==> src/rtl/cdiv_pkg.sv <==
// Shared definitions for the sequential complex divider.
// Holds the controller state encoding, the datapath widths and the
// iteration/latency constants used by cdiv_seq and udiv12_seq.
package cdiv_pkg;

    typedef enum logic [2:0] {
        IDLE,
        PREP,
        DIV_RE,
        DIV_IM,
        DONE
    } state_t;

    localparam int PART_W    = 4;   // each re/im field of an operand
    localparam int NUM_W     = 9;   // signed numerator width
    localparam int DEN_W     = 8;   // unsigned denominator width
    localparam int QUO_W     = 12;  // raw unsigned quotient width
    localparam int OUT_W     = 8;   // signed Q4.4 result width
    localparam int CNT_W     = 4;   // iteration counter width
    localparam int DIV_ITERS = 12;  // restoring iterations per part
    localparam int LATENCY   = 26;  // accept edge to done edge, den != 0

endpackage

==> src/rtl/cdiv_seq_if.sv <==
// Request/result bundle of the complex divider.
//   a, b, start          : operands and request (master -> slave)
//   busy, done           : status, done is a one-cycle pulse
//   result_re, result_im : signed Q4.4 quotient parts
//   dz, ovf              : divide-by-zero and saturation flags
interface cdiv_seq_if;

    logic [7:0] a;
    logic [7:0] b;
    logic       start;
    logic       busy;
    logic       done;
    logic [7:0] result_re;
    logic [7:0] result_im;
    logic       dz;
    logic       ovf;

    modport master (
        output a, b, start,
        input  busy, done, result_re, result_im, dz, ovf
    );

    modport slave (
        input  a, b, start,
        output busy, done, result_re, result_im, dz, ovf
    );

endinterface

==> src/rtl/udiv12_seq.sv <==
// 12-bit by 8-bit unsigned restoring divider, one quotient bit per step.
//   clk       : rising-edge clock
//   load      : capture dividend, clear partial remainder (wins over step)
//   step      : perform one restoring iteration
//   dividend  : 12-bit dividend
//   divisor   : 8-bit divisor, held stable while stepping
//   quotient  : quotient register (valid after 12 steps)
//   remainder : partial remainder register
//   quo_next  : quotient value that the current step will produce
module udiv12_seq
    import cdiv_pkg::*;
(
    input  logic             clk,
    input  logic             load,
    input  logic             step,
    input  logic [QUO_W-1:0] dividend,
    input  logic [DEN_W-1:0] divisor,
    output logic [QUO_W-1:0] quotient,
    output logic [DEN_W-1:0] remainder,
    output logic [QUO_W-1:0] quo_next
);

    // The quotient register doubles as the dividend shifter: dividend bits
    // leave at the top while quotient bits enter at the bottom.
    logic [DEN_W:0]   trial;
    logic [DEN_W:0]   diff;
    logic             fits;
    logic [DEN_W-1:0] rem_next;

    assign trial    = {remainder, quotient[QUO_W-1]};
    assign diff     = trial - {1'b0, divisor};
    assign fits     = (trial >= {1'b0, divisor});
    // Remainder stays below divisor (<= 128), so 8 bits always suffice.
    assign rem_next = fits ? diff[DEN_W-1:0] : trial[DEN_W-1:0];
    assign quo_next = {quotient[QUO_W-2:0], fits};

    always_ff @(posedge clk) begin
        if (load) begin
            quotient  <= dividend;
            remainder <= '0;
        end else if (step) begin
            quotient  <= quo_next;
            remainder <= rem_next;
        end
    end

endmodule

==> src/rtl/cdiv_seq.sv <==
// Sequential complex divider: a/b for 4-bit two's complement re/im parts,
// producing signed Q4.4 results with saturation and divide-by-zero flag.
// One shared restoring divider computes the real part, then the imaginary.
//   clk   : rising-edge clock
//   rst_n : asynchronous active-low reset
//   bus   : request/result bundle (slave side)
module cdiv_seq
    import cdiv_pkg::*;
(
    input  logic      clk,
    input  logic      rst_n,
    cdiv_seq_if.slave bus
);

    state_t                   state;
    logic [CNT_W-1:0]         cnt;
    logic [7:0]               a_q, b_q;
    logic [QUO_W-1:0]         q_re_keep;

    logic                     busy_r, done_r, dz_r, ovf_r;
    logic [OUT_W-1:0]         res_re_r, res_im_r;

    logic signed [PART_W-1:0] ar, ai, br, bi;
    logic signed [NUM_W-1:0]  ar_x, ai_x, br_x, bi_x;
    logic signed [NUM_W-1:0]  num_re, num_im, den_full;
    logic [DEN_W-1:0]         den;
    logic [NUM_W-1:0]         mag_re, mag_im;
    logic [QUO_W-1:0]         dvd_re, dvd_im;

    logic                     last;
    logic                     div_load, div_step;
    logic [QUO_W-1:0]         div_dvd, div_quo, div_quo_next;
    logic [DEN_W-1:0]         div_rem;
    logic [OUT_W:0]           sat_re, sat_im;
    logic                     unused_bits;

    // Returns {saturated, value}: applies the sign to the magnitude quotient
    // and clamps to the signed 8-bit range.
    function automatic logic [OUT_W:0] sat_q(input logic neg, input logic [QUO_W-1:0] q);
        logic [OUT_W-1:0] neg_q;
        neg_q = ~q[OUT_W-1:0] + 8'd1;
        if (!neg)
            return (q > QUO_W'(127)) ? {1'b1, 8'h7F} : {1'b0, q[OUT_W-1:0]};
        else
            return (q > QUO_W'(128)) ? {1'b1, 8'h80} : {1'b0, neg_q};
    endfunction

    // Operand unpacking and exact products
    assign ar = a_q[3:0];
    assign ai = a_q[7:4];
    assign br = b_q[3:0];
    assign bi = b_q[7:4];

    assign ar_x = NUM_W'(ar);
    assign ai_x = NUM_W'(ai);
    assign br_x = NUM_W'(br);
    assign bi_x = NUM_W'(bi);

    assign num_re   = ar_x * br_x + ai_x * bi_x;
    assign num_im   = ai_x * br_x - ar_x * bi_x;
    assign den_full = br_x * br_x + bi_x * bi_x;
    assign den      = den_full[DEN_W-1:0];

    // |num| never exceeds 128, so its low 8 bits carry the whole magnitude.
    assign mag_re = num_re[NUM_W-1] ? NUM_W'(-num_re) : NUM_W'(num_re);
    assign mag_im = num_im[NUM_W-1] ? NUM_W'(-num_im) : NUM_W'(num_im);
    assign dvd_re = {mag_re[7:0], 4'b0000};
    assign dvd_im = {mag_im[7:0], 4'b0000};

    // Divider sequencing: the last real step hands over straight to loading
    // the imaginary dividend, so the real quotient is taken from quo_next.
    assign last     = (cnt == CNT_W'(DIV_ITERS - 1));
    assign div_load = (state == PREP) || ((state == DIV_RE) && last);
    assign div_step = (state == DIV_RE) || (state == DIV_IM);
    assign div_dvd  = (state == PREP) ? dvd_re : dvd_im;

    udiv12_seq u_div (
        .clk       (clk),
        .load      (div_load),
        .step      (div_step),
        .dividend  (div_dvd),
        .divisor   (den),
        .quotient  (div_quo),
        .remainder (div_rem),
        .quo_next  (div_quo_next)
    );

    assign sat_re = sat_q(num_re[NUM_W-1], q_re_keep);
    assign sat_im = sat_q(num_im[NUM_W-1], div_quo_next);

    assign unused_bits = ^{den_full[NUM_W-1], mag_re[NUM_W-1], mag_im[NUM_W-1], div_quo, div_rem};

    // Operand capture and real-part hold
    always_ff @(posedge clk) begin
        if ((state == IDLE) && bus.start) begin
            a_q <= bus.a;
            b_q <= bus.b;
        end
        if ((state == DIV_RE) && last)
            q_re_keep <= div_quo_next;
    end

    // Controller
    always_ff @(posedge clk or negedge rst_n) begin
        if (!rst_n) begin
            state    <= IDLE;
            cnt      <= '0;
            busy_r   <= 1'b0;
            done_r   <= 1'b0;
            dz_r     <= 1'b0;
            ovf_r    <= 1'b0;
            res_re_r <= '0;
            res_im_r <= '0;
        end else begin
            case (state)
                IDLE: begin
                    done_r <= 1'b0;
                    if (bus.start) begin
                        busy_r <= 1'b1;
                        state  <= PREP;
                    end
                end
                PREP: begin
                    cnt <= '0;
                    if (den == '0) begin
                        dz_r     <= 1'b1;
                        ovf_r    <= 1'b0;
                        res_re_r <= '0;
                        res_im_r <= '0;
                        done_r   <= 1'b1;
                        state    <= DONE;
                    end else begin
                        state <= DIV_RE;
                    end
                end
                DIV_RE: begin
                    if (last) begin
                        cnt   <= '0;
                        state <= DIV_IM;
                    end else begin
                        cnt <= cnt + 1'b1;
                    end
                end
                DIV_IM: begin
                    if (last) begin
                        cnt      <= '0;
                        res_re_r <= sat_re[OUT_W-1:0];
                        res_im_r <= sat_im[OUT_W-1:0];
                        ovf_r    <= sat_re[OUT_W] | sat_im[OUT_W];
                        dz_r     <= 1'b0;
                        done_r   <= 1'b1;
                        state    <= DONE;
                    end else begin
                        cnt <= cnt + 1'b1;
                    end
                end
                DONE: begin
                    done_r <= 1'b0;
                    busy_r <= 1'b0;
                    state  <= IDLE;
                end
                default: state <= IDLE;
            endcase
        end
    end

    assign bus.busy      = busy_r;
    assign bus.done      = done_r;
    assign bus.dz        = dz_r;
    assign bus.ovf       = ovf_r;
    assign bus.result_re = res_re_r;
    assign bus.result_im = res_im_r;

endmodule

==> src/flat_wrapper.sv <==
// flat-port wrapper written by rule: the top's interface ports become plain ports
module cdiv_seq_flat import cdiv_pkg::*;
  (clk, rst_n, bus_a, bus_b, bus_start, bus_busy, bus_done, bus_result_re, bus_result_im, bus_dz, bus_ovf);
  cdiv_seq_if bus_i ();
  input  logic clk;
  input  logic rst_n;
  input wire logic [$bits(bus_i.a)-1:0] bus_a;
  input wire logic [$bits(bus_i.b)-1:0] bus_b;
  input wire logic [$bits(bus_i.start)-1:0] bus_start;
  output wire logic [$bits(bus_i.busy)-1:0] bus_busy;
  output wire logic [$bits(bus_i.done)-1:0] bus_done;
  output wire logic [$bits(bus_i.result_re)-1:0] bus_result_re;
  output wire logic [$bits(bus_i.result_im)-1:0] bus_result_im;
  output wire logic [$bits(bus_i.dz)-1:0] bus_dz;
  output wire logic [$bits(bus_i.ovf)-1:0] bus_ovf;
  assign bus_i.a = bus_a;
  assign bus_i.b = bus_b;
  assign bus_i.start = bus_start;
  assign bus_busy = bus_i.busy;
  assign bus_done = bus_i.done;
  assign bus_result_re = bus_i.result_re;
  assign bus_result_im = bus_i.result_im;
  assign bus_dz = bus_i.dz;
  assign bus_ovf = bus_i.ovf;
  cdiv_seq u_core (.clk(clk), .rst_n(rst_n), .bus(bus_i));
endmodule
==> config.mk <==
export PLATFORM = sky130hd
export DESIGN_NAME = cdiv_seq_flat
export DESIGN_NICKNAME = d
export VERILOG_FILES = /design/src/rtl/cdiv_pkg.sv /design/src/rtl/cdiv_seq_if.sv /design/src/rtl/udiv12_seq.sv /design/src/rtl/cdiv_seq.sv /design/src/flat_wrapper.sv
export SDC_FILE = /design/constraint.sdc
export NUM_CORES = 1
export LEC_CHECK = 0
export CAP_MARGIN = 40
export CORE_UTILIZATION = 40
export DETAILED_ROUTE_END_ITERATION = 12
export PLACE_DENSITY = 0.62
export SYNTH_ARGS = -nofsm -noshare
export SYNTH_HDL_FRONTEND = slang
export SYNTH_SLANG_ARGS = --single-unit
export TNS_END_PERCENT = 20
==> constraint.sdc <==
create_clock -name clk -period 21.9 [get_ports clk]
set_input_delay 4.38 -clock clk [delete_from_list [all_inputs] [get_ports clk]]
set_output_delay 4.38 -clock clk [all_outputs]
set_load 0.01 [all_outputs]
Yosys cells after proc, flatten, opt, wreduce, memory -nomap -nowiden
Index checks and enable logic that the tools add are counted.
{ "word_totals": {"regBits": 75, "latch_bits": 0, "mem_bits_ro": 0, "mem_bits_rw": 0, "output_inout_bits": 20, "n_memories": 0} }
{ "op_classes": {"mul": 6, "n_div": 0, "shift": 0, "muxes": 34, "reduce_logical": 17, "n_lt_le_gt_ge": 5, "eq_ne": 9, "n_bitwise": 3, "n_addsub": 9} }
{ "op_table": {"columns": ["op", "count"], "rows": [
  ["$mux W9", 6],
  ["$mul A4 B4 Y8", 6],
  ["$mux W8", 6],
  ["$mux W12", 3],
  ["$pmux W8 S2", 2],
  ["$gt A12 B7 Y1 const B", 2],
  ["$gt A12 B8 Y1 const B", 2],
  ["$add A8 B1 Y8 const B", 2],
  ["$neg A8 Y8", 2],
  ["$not A8 Y8", 2],
  ["$mux W3", 4],
  ["$pmux W3 S4", 1],
  ["$add A8 B8 Y9", 1],
  ["$ge A9 B8 Y1", 1],
  ["$reduce_and A3 Y1", 3],
  ["$sub A8 B8 Y9", 1],
  ["$add A8 B8 Y8", 1],
  ["$logic_not A8 Y1", 1],
  ["$pmux W4 S2", 1],
  ["$reduce_bool A2 Y1", 4],
  ["$sub A8 B8 Y8", 1],
  ["$eq A3 B2 Y1 const B", 2],
  ["$mux W1", 6],
  ["$pmux W1 S2", 3],
  ["other kinds (15)", 20]
]} }

Depth between registers and ports, before layout
{ "depth": {"word_depth": 10, "ltp_mapped": 30} }

By module
A second synthesis with hierarchy kept.
{ "unflattened": {"cells_unflattened": 872, "hier_area_um2": 8463.1} }
{ "modules_own_cells": {"columns": ["module", "seq_area_each_um2", "area_each_um2", "cells_each", "instances"], "rows": [
  ["cdiv_seq", 1516.5, 7123.1, 745, 1],
  ["udiv12_seq", 520.5, 1340.0, 127, 1]
]} }

Worst setup path before layout
Ideal clock, no wire load.
{ "synth_timing": {"kind": "register to register", "startpoint": "register u_core.b_q[7]", "endpoint": "register u_core.res_im_r[2], in the netlist u_core.bus.result_im[2]", "path_buffers": 2, "stages_incl_launch_ff": 31, "t_arrival_ns": 6.826, "path_slack_ns": 15.009, "t_required_ns": 21.835, "cell_sequence": "edfxtp_1 > buf_2 > clkbuf_1 > and2_1 > inv_1 > fa_1 > fa_1 > fa_1 > inv_1 > fa_1 > ha_1 > a31oi_1 > o21ai_0 > xnor2_1 > inv_1 > ha_1 > nand2_1 > nor3_1 > o21a_1 > a2111oi_2 > o21ai_2 > inv_2 > ha_1 > nor3b_1 > nand2_1 > o21ai_0 > and2_1 > o21bai_1 > a21oi_1 > o21ai_0 > nand2_1"} }
{ "synth_between": {"elab_chain_cells": 9} }
{ "synth_lines": {"columns": ["item", "line_no", "rtl"], "rows": [
  ["start: declaration", "cdiv_seq.sv:17", "logic [7:0] a_q, b_q;"],
  ["start signal: assignment", "cdiv_seq.sv:97", "b_q <= bus.b;"],
  ["$mul A4 B4 Y8", "cdiv_seq.sv:61", "assign den_full = br_x * br_x + bi_x * bi_x;"],
  ["$add A8 B8 Y8", "cdiv_seq.sv:61", null],
  ["$ge A9 B8 Y1", "udiv12_seq.sv:32", "assign fits = (trial >= {1'b0, divisor});"],
  ["$not A8 Y8", "cdiv_seq.sv:41", "neg_q = ~q[OUT_W-1:0] + 8'd1;"],
  ["$add A8 B1 Y8", "cdiv_seq.sv:41", null],
  ["$mux W9", "cdiv_seq.sv:45", "return (q > QUO_W'(128)) ? {1'b1, 8'h80} : {1'b0, neg_q};"],
  ["$mux W9", "cdiv_seq.sv:42", "if (!neg)"],
  ["$mux W8", "cdiv_seq.sv:145", "if (last) begin"],
  ["$pmux W8 S2", "cdiv_seq.sv:115", "case (state)"],
  ["end signal: assignment", "cdiv_seq.sv:148", "res_im_r <= sat_im[OUT_W-1:0];"],
  ["end: declaration", "cdiv_seq.sv:21", "logic [OUT_W-1:0] res_re_r, res_im_r;"]
]} }
Several ways; a longest one is shown, not always the timed one. The select of a mux whose other input is x is not followed.
A chain may end at the register's enable or synchronous reset.

Worst setup path after layout
{ "layout_timing": {"startpoint": "register u_core.b_q[4]", "endpoint": "register u_core.res_im_r[2], in the netlist u_core.bus.result_im[2]"} }
Same word-level chain as after synthesis.

==> flow_summary.toml <==
[global_route]
grt_remaining_overflow = 0
grt_antenna_before_repair = 0
grt_max_degree = 31
grt_usage_pct = 16.9
grt_pass1_wl_microns = 27100
grt_pass1_vias = 5726

[cts]
worst_skew_pair.late_latency_ns = 0.34
clk_path_buf_depth = 2
cts.sinks = 75
h-tree-depth = 3
post_cts_buffers = 0
post_cts_resized = 0
cts_root_buffer = "clkbuf_16"
cts_inserted_buffers = 9
holdBufCountCts = 0
cts_tree = "yes"
clkSlewWorstSetupHoldPaths_ns = 0.06

[detailed_routing]
num_vias = 5603
wl_per_cell_microns = 14.0
ant_nets = 0
drt_iter0_markers = 282
drt-pass1-iter-count = 4
wl_microns = 15800
drc = 0
vias_per_cell = 4.96

[synth]
synth-edff-count = 40
avgSynthCellArea_sq_um = 9.66
synth_commonest_cells = "112 x inv_1, 82 x fa_1, 80 x ha_1, 65 x nand2_1, 53 x nor2_1"
synth_ff_type = "edfxtp_1"
yosys-top-cells-area = "fa_1 21%, edfxtp_1 15%, ha_1 13%"
yosysTopAreaCell = "fa_1"
yosysSeqAreaShare_pct = 25.5
ys_types = 66
synth.ff_latch_count = 75
synth_warnings = 0
synth_area_sq_mm = 0.00799
syn_nets = 1008
synth_most_common_cell = "inv_1"
syn_inst = 827
async_flop_share_pct = 36.0
synth_top_area_share_pct = 20.6

[cells_and_area]
instances_no_fill = 1130
area_delta_synth_final_pct = 12.3
nFillCells = 1905
regArea_sq_mm = 0.00204
drive_gt1_share_pct = 4.86
layout.nets = 1041
diodes = 0
multi_input_area_sq_mm = 0.00541

[timing]
tns_ns = 0
slew_viol_final = 0
grt_setup_unrepaired = "false"
finalCritPeriodShare_pct = 33.5
setup_viol = 0
fmax_mhz = 136
timing.hold.ws_ns = 0.474
maxSlewHeadroom_pct = 41.9
period_minus_slack_ns = 7.33
final.setup.worst_slack_ns = 14.57
fin_worst_skew_ns = 0.0111
hold_violations = 0
worst_pin_slew_ns = 0.867

[worst_setup_path]
critPathMaxFanout = 15
startpoint_type = "flop"
end_kind = "flop"
cp.required_ns = 22.13
worst_path_max_delay_cell = "edfxtp_1"
critPathMaxStageDelay_ns = 0.64
worstSetupPathType = "flop to flop"
critical_path_arrival_ns = 7.56

[placed_design]
io_buffers = 38
dp_hpwl_microns = 12700
dp.cells = 1114
dp_slack_ns = 14.53
gp_congestion = 0.824

[die]
core_area_sq_mm = 0.0195
dieWidth_microns = 143
dieArea_sq_mm = 0.0205
die_h_microns = 143
initial_core_util_pct = 40.9
num_rows = 51
ios = 39

[min_path]
hold_class = "flop to flop"

[run]
cap_viol_max_count = 0

[status]
status = "complete, no violations"
stage by stage:
stage,utilization (%),instance area (sq um)
6_report,46.0,8970
5_1_grt,46.0,8970
4_1_cts,46.0,8970
3_5_place_dp,44.3,8650
3_3_place_gp,44.2,8630
2_1_floorplan,-,7990
placed cells by master, fill, tap and decap left out, types with 6 or more instances in the layout:
| cell type | instances |
|---|---|
| inv_1 | 112 |
| fa_1 | 82 |
| ha_1 | 80 |
| nand2_1 | 65 |
| nor2_1 | 53 |
| xnor2_1 | 42 |
| edfxtp_1 | 40 |
| clkdlybuf4s50_1 | 38 |
| a21oi_1 | 34 |
| and2_1 | 33 |
| o21ai_0 | 27 |
| dfrtp_1 | 27 |
| nand3_1 | 24 |
| xor2_1 | 19 |
| nand2b_1 | 13 |
| o211ai_1 | 11 |
| a211oi_1 | 10 |
| clkbuf_16 | 10 |
| a31oi_1 | 9 |
| o22ai_1 | 8 |
| or3_1 | 8 |
| dfxtp_1 | 8 |
| nor3_1 | 7 |
| mux2i_1 | 7 |
| o21ai_1 | 6 |
final cells by class:
cell class / count / area share, %
multi-input combinational: 614 / 60.3
sequential: 75 / 22.7
inverter: 116 / 4.85
timing repair buffer: 44 / 4.82
tap: 265 / 3.69
clock buffer: 12 / 3.03
clock inverter: 4 / 0.600
sequential cells by signal (all words and copies together) (netlist names):
signal and flops:
u_core.u_div.quotient 12, u_core.q_re_keep 12, u_core.cnt 4, u_core.bus.result_re 8, u_core.a_q 8, u_core.bus.done 1, u_core.state 3, u_core.bus.ovf 1
u_core.bus.dz 1, u_core.bus.result_im 8, u_core.u_div.remainder 8, u_core.bus.busy 1, u_core.b_q 8
cells by family after synthesis:
kind of cell    count (synthesis)  share of synthesized area [%]
simple gates                  239                           14.9
xor+xnor                       63                           7.17
fa+ha+maj                     163                           33.2
mux                            11                           1.49
buf+inv                       138                           6.75
flops                          75                           25.5
compound gates                138                           10.9
worst paths after layout:
| kind | from | endpoint | slack, ns | cells past startpoint |
|---|---|---|---|---|
| max | u_core.b_q[4] | u_core.bus.result_im[2] | 14.57 | 28 |
| min | u_core.u_div.quotient[7] | u_core.q_re_keep[8] | 0.47 | 0 |
| max reg2reg | u_core.b_q[4] | u_core.bus.result_im[2] | 14.57 | 28 |
| min reg2reg | u_core.u_div.quotient[7] | u_core.q_re_keep[8] | 0.47 | 0 |
| max in group asynchronous | rst_n | u_core.cnt[2] | 17.22 | 2 |
| min in group asynchronous | rst_n | u_core.bus.result_re[5] | 4.42 | 2 |
per-layer routing:
| layer | track usage, % | share of wire (%) | up-vias |
|---|---|---|---|
| met1 | 22.0 | 48 | 2671 |
| met3 | 3.03 | 3.0 | 10 |
| met4 | 3.75 | 0.81 | 0 |
| met5 | 0 | 0 | - |
| met2 | 29.1 | 48 | 78 |
| li1 | - | - | 2844 |
critical path, delay by kind of cell, from the launching register on:
kind	cells	cell delay, ns
fa+ha+maj	8	3.27
simple gates	6	0.79
buf+inv	4	0.41
compound gates	9	1.82
xor+xnor	1	0.27
flops	1	0.64
Power is not shown: default switching activity piles up to over one toggle a cycle in this logic, so the estimate is an artifact.
